===== config.mk =====
export PLATFORM = sky130hd
export DESIGN_NAME = stream_frame_reader
export DESIGN_NICKNAME = d
export VERILOG_FILES = /design/src/rtl/stream_frame_pkg.sv /design/src/rtl/stream_skid_buf.sv /design/src/rtl/stream_frame_reader.sv
export SDC_FILE = /design/constraint.sdc
export NUM_CORES = 1
export LEC_CHECK = 0
export CORE_MARGIN = 4
export CORE_UTILIZATION = 49
export DETAILED_ROUTE_END_ITERATION = 6
export GPL_TIMING_DRIVEN = 0
export PLACE_DENSITY = 0.87
export SETUP_SLACK_MARGIN = 0.2
export SLEW_MARGIN = 5
export SYNTH_ARGS = -nofsm -noshare
export SYNTH_HDL_FRONTEND = slang
export SYNTH_SLANG_ARGS = --single-unit

===== constraint.sdc =====
create_clock -name clock -period 2.3 [get_ports clock]
set_input_delay 0.23 -clock clock [delete_from_list [all_inputs] [get_ports clock]]
set_output_delay 0.23 -clock clock [all_outputs]
set_load 0.05 [all_outputs]

===== src/rtl/stream_frame_pkg.sv =====
// Shared types and default sizing for the stream frame reader.
package stream_frame_pkg;

    localparam int DEF_WIDTH       = 16;
    localparam int DEF_FRAME_WORDS = 5184;
    localparam int DEF_CNT_W       = 13;

    typedef enum logic [1:0] {
        IDLE   = 2'd0,
        STREAM = 2'd1,
        DRAIN  = 2'd2
    } state_t;

endpackage


===== src/rtl/stream_skid_buf.sv =====
// Two-entry skid buffer: registered output, one-cycle latency, full throughput.
module stream_skid_buf #(
    parameter int DATA_W = 17
) (
    input  logic              clock,
    input  logic              reset,
    input  logic [DATA_W-1:0] in_data,
    input  logic              in_valid,
    output logic              in_ready,
    output logic [DATA_W-1:0] out_data,
    output logic              out_valid,
    input  logic              out_ready
);

    logic [DATA_W-1:0] data_p0;
    logic [DATA_W-1:0] data_p1;
    logic              vld_p0;
    logic              vld_p1;
    logic              push;
    logic              pop;

    // Not-full: the second slot absorbs one word while the head is stalled.
    assign in_ready  = !vld_p1;
    assign push      = in_valid && in_ready;
    assign pop       = vld_p0 && out_ready;
    assign out_data  = data_p0;
    assign out_valid = vld_p0;

    always_ff @(posedge clock) begin
        if (reset) begin
            vld_p0  <= 1'b0;
            vld_p1  <= 1'b0;
            data_p0 <= '0;
            data_p1 <= '0;
        end else begin
            case ({push, pop})
                2'b10: begin
                    if (!vld_p0) begin
                        data_p0 <= in_data;
                        vld_p0  <= 1'b1;
                    end else begin
                        data_p1 <= in_data;
                        vld_p1  <= 1'b1;
                    end
                end
                2'b01: begin
                    data_p0 <= data_p1;
                    vld_p0  <= vld_p1;
                    vld_p1  <= 1'b0;
                end
                // Push and pop together only happens with a single entry held.
                2'b11: data_p0 <= in_data;
                default: ;
            endcase
        end
    end

endmodule


===== src/rtl/stream_frame_reader.sv =====
// Frames a FIFO read stream into FRAME_WORDS-word packets with TLAST.
// Optional macro STREAM_FRAME_READER_STALL_STATS_EN adds the stall_cycles counter port.
module stream_frame_reader
    import stream_frame_pkg::*;
#(
    parameter int WIDTH       = DEF_WIDTH,
    parameter int FRAME_WORDS = DEF_FRAME_WORDS,
    parameter int CNT_W       = DEF_CNT_W
) (
    input  logic             clock,
    input  logic             reset,
    input  logic [CNT_W-1:0] fifo_count,
    input  logic [WIDTH-1:0] in0_V_TDATA,
    input  logic             in0_V_TVALID,
    output logic             in0_V_TREADY,
    output logic [WIDTH-1:0] out_V_TDATA,
    output logic             out_V_TVALID,
    input  logic             out_V_TREADY,
    output logic             out_V_TLAST,
    output logic [CNT_W-1:0] word_idx,
    output logic [31:0]      frame_count,
    output logic             busy
`ifdef STREAM_FRAME_READER_STALL_STATS_EN
    ,
    output logic [31:0]      stall_cycles
`endif
);

    localparam logic [CNT_W-1:0] LAST_IDX = CNT_W'(FRAME_WORDS - 1);

    state_t         state;
    state_t         state_nxt;
    logic           skid_in_ready;
    logic           push;
    logic           is_last;
    logic           out_hs;
    logic           frame_done;
    logic [WIDTH:0] skid_in;
    logic [WIDTH:0] skid_out;

    assign is_last    = (word_idx == LAST_IDX);
    assign push       = (state == STREAM) && in0_V_TVALID && skid_in_ready;
    assign out_hs     = out_V_TVALID && out_V_TREADY;
    assign frame_done = (state == DRAIN) && out_hs && out_V_TLAST;
    assign skid_in    = {is_last, in0_V_TDATA};

    always_ff @(posedge clock) begin
        if (reset) begin
            state <= IDLE;
        end else begin
            state <= state_nxt;
        end
    end

    always_comb begin
        state_nxt    = state;
        in0_V_TREADY = 1'b0;
        busy         = 1'b0;
        case (state)
            IDLE: begin
                if (fifo_count != '0 || in0_V_TVALID) begin
                    state_nxt = STREAM;
                end
            end
            STREAM: begin
                busy         = 1'b1;
                in0_V_TREADY = skid_in_ready;
                if (push && is_last) begin
                    state_nxt = DRAIN;
                end
            end
            DRAIN: begin
                // Input stays closed until the tagged word has left the buffer.
                busy = 1'b1;
                if (frame_done) begin
                    state_nxt = IDLE;
                end
            end
            default: state_nxt = IDLE;
        endcase
    end

    always_ff @(posedge clock) begin
        if (reset) begin
            word_idx    <= '0;
            frame_count <= '0;
        end else begin
            if (push) begin
                word_idx <= is_last ? '0 : word_idx + 1'b1;
            end
            if (frame_done) begin
                frame_count <= frame_count + 32'd1;
            end
        end
    end

    stream_skid_buf #(
        .DATA_W (WIDTH + 1)
    ) u_skid (
        .clock     (clock),
        .reset     (reset),
        .in_data   (skid_in),
        .in_valid  (push),
        .in_ready  (skid_in_ready),
        .out_data  (skid_out),
        .out_valid (out_V_TVALID),
        .out_ready (out_V_TREADY)
    );

    assign out_V_TDATA = skid_out[WIDTH-1:0];
    assign out_V_TLAST = skid_out[WIDTH];

`ifdef STREAM_FRAME_READER_STALL_STATS_EN
    function automatic logic [31:0] sat_inc(input logic [31:0] v);
        return (v == 32'hFFFF_FFFF) ? v : v + 32'd1;
    endfunction

    always_ff @(posedge clock) begin
        if (reset) begin
            stall_cycles <= '0;
        end else if (out_V_TVALID && !out_V_TREADY) begin
            stall_cycles <= sat_inc(stall_cycles);
        end
    end
`endif

endmodule


==> impl_metrics.py <==
metrics = {
    "clock_network": {
        "cts_buffers": 9,
        "cts-root-buf": "clkbuf_8",
        "cts_hold_buffers": 0,
        "numClockSinks": 83,
        "clockBufferDepth": 2,
        "cts_tree": "built",
        "clk_latency_ns": 0.36,
        "h-tree-depth": 3,
        "clkTransAtPathRegs_ns": 0.09,
    },
    "critical_path": {
        "max_stage_delay_ns": 0.37,
        "worst_setup_path_end_kind": "register",
        "path_cells": "inv_2 -> ha_1 -> and4_1 -> buf_4 -> nand4_1 -> nor4_2 -> mux2_2",
        "slowest_stage": "nor4_2",
        "crit_type": "reg -> reg",
        "crit_arrival_ns": 2.26,
        "startpoint_type": "register",
        "r2r_setup_slack_ns": 0.30,
        "crit_required_ns": 2.56,
        "worst-path-buf-inv": 2,
        "crit_path_max_fanout": 6,
        "cpLargestDelayFamily": "simple AND/OR/NAND/NOR gates",
    },
    "power_and_ir_drop": {
        "p_leak_nw": 1.82,
        "ir_drop_mv": 0.371,
        "powerDensity_mw_per_mm2": 786,
    },
    "yosys": {
        "synth_top_area_share_pct": 42.8,
        "synth_seq_cells": 83,
        "netlist_area_sq_mm": 0.00389,
        "synth.distinct_cells": 44,
        "syn-num-nets": 490,
        "synth_seq_area_share_pct": 42.8,
        "synth_edf_count": 0,
        "ys_warn_count": 0,
        "syn_inst": 448,
        "ys.flop_type": "dfxtp_1",
        "synthTopCellsByArea": "dfxtp_1, nor2_1, mux2i_1",
        "syn_area_per_cell_sq_um": 8.67,
        "yosys.area.top_type": "dfxtp_1",
        "ys_async_sr_fraction_pct": 0,
    },
    "layout": {
        "n_antenna_cell": 0,
        "drive_gt1_share_pct": 9.57,
        "layout_commonest_cell": "clkdlybuf4s50_1",
        "areaGrowthSynthToFinish_pct": 35.4,
        "mostFrequentLayoutCells": "clkdlybuf4s50_1, dfxtp_1, nor2_1",
        "final_util_pct": 68.1,
        "final_cell_count_no_fill": 666,
        "fin_nets": 601,
    },
    "global_route": {
        "antenna_found_initial": 0,
        "grt_max_degree": 17,
        "overflow": 0,
        "grt_pass1_wl_mm": 16.7,
        "grtUsageTotal_pct": 21.2,
        "grt_pass1_vias": 3636,
    },
    "timing": {
        "post-route-period-util_pct": 87.1,
        "max_slew_margin_pct": 63.4,
        "period_needed_ns": 2.00,
        "rsz0062_at_grt": "no",
        "tns_ns": 0,
        "setup_slack_ns": 0.297,
        "fmax_ghz": 0.499,
        "worst_pin_slew_ns": 0.549,
        "finalHoldViolCount": 0,
        "setup_viol": 0,
        "skew_ns": 0.0124,
        "report.final.slew_viol_count": 0,
    },
    "floorplan": {
        "fp.dieW_microns": 97.1,
        "ios": 98,
        "fp-row-count": 32,
        "initial_utilization_pct": 50.3,
        "core_area_sq_mm": 0.00773,
        "fp.dieH_microns": 97.1,
        "die_area_sq_mm": 0.00942,
    },
    "detailed_routing": {
        "ant_nets": 0,
        "wl_per_cell_microns": 15.2,
        "dr.pass1.iters": 4,
        "finalWirelength_mm": 10.1,
        "vias": 3757,
        "drt-initial-drc-count": 113,
        "via_per_inst": 5.64,
        "drc": 0,
    },
    "place": {
        "place_inst": 647,
        "dp_worst_setup_slack_ns": -0.287,
        "place.gp.congestion": 0.914,
        "numPortBuffers": 97,
        "dp_hpwl_mm": 7.31,
    },
    "flow_run": {
        "drv_cap": 0,
    },
    "hold_path": {
        "holdCritPathClass": "in -> reg",
    },
    "run_status": {
        "status": "finished clean",
    },
}
-- stage by stage --
stage | total power, mW | cell area [sq um] | hold slack, ns
after floorplan | 2.61 | 3890 | 0.366
after global placement | 3.01 | 4980 | 0.442
after detailed placement | 3.05 | 4980 | 0.451
after CTS | 4.13 | 5200 | 0.443
after global routing | 4.30 | 5260 | 0.471
final | 4.14 | 5260 | 0.451
-- power breakdown --
part	total, mW	leakage (nW)	internal [mW]	switching, mW
Clock	1.10	0.101	0.519	0.582
Combinational	1.38	1.05	0.486	0.892
Sequential	1.66	0.672	1.57	0.0836
-- timing repair --
item                                    4_1_cts  5_1_grt
buffers inserted                              0        3
endpoints found under the hold margin         0        0
endpoints found under the setup margin       36       45
pin swaps                                     0        3
cloned                                        0        0
gates resized for setup                      11       11
-- worst paths after layout --
path	startpoint	end	depth (start not counted)
hold / removal	in0_V_TDATA[8]	u_skid.data_p1[8]	3
setup / recovery	state[0]	frame_count[28]	7
hold reg to reg	u_skid.data_p1[7]	u_skid.data_p1[7]	2
setup reg to reg	state[0]	frame_count[28]	7
-- tightest hold or removal path: cells and delay by family --
family,cells,cell delay [ns]
buffers and inverters,1,0.42
and+or+nand+nor,1,0.07
AOI/OAI and AO/OA,1,0.05
-- logic make-up after synthesis --
group	synth area share, %
AND/OR/NAND/NOR	27.2
flip-flops	42.8
AO/OA/AOI/OAI	12.0
buffers and inverters	3.86
multiplexers	6.92
XOR/XNOR	4.28
adder cells (fa/ha/maj)	2.90
-- Yosys cell counts (all sizes together), types with 2 or more instances --
library cell and number:
dfxtp 83, nand2 51, nor2 51, a21oi 35, mux2i 19, a211oi 17, nand3 16, nand4 16
buf 14, xor2 13, and4 12, clkbuf 10, o21ai 10, ha 9, inv 8, nor4 8
o31ai 8, or3 8, or4 8, mux2 7, nor2b 7, and2 6, nor3 6, xnor2 6
nand2b 5, and3 2, nor4b 2
-- layer usage --
layer / share of wire (%) / vias up / GRT usage [%]
met2: 50 / 123 / 36.5
met5: 0 / - / 0
met4: 0.97 / 0 / 8.64
li1: - / 1830 / -
met1: 43 / 1791 / 26.2
met3: 5.3 / 13 / 3.80
-- cell type report --
class | instances | area, sq um
plain buffers | 24 | 126
fillers | 605 | 2460
clock inverters | 7 | 81.3
clock buffers | 9 | 124
multi-input cells | 332 | 2120
repair buffers | 100 | 991
well taps | 102 | 128
inverters | 9 | 35.0
flip-flops and latches | 83 | 1660
-- sequential cells by signal, summed over array words and instances, names as in the netlist --
register,count
u_skid.out_valid,1
u_skid.out_data,17
frame_count,32
u_skid.data_p1,17
state,2
u_skid.vld_p1,1
word_idx,13
(Power assumes the default switching activity.)
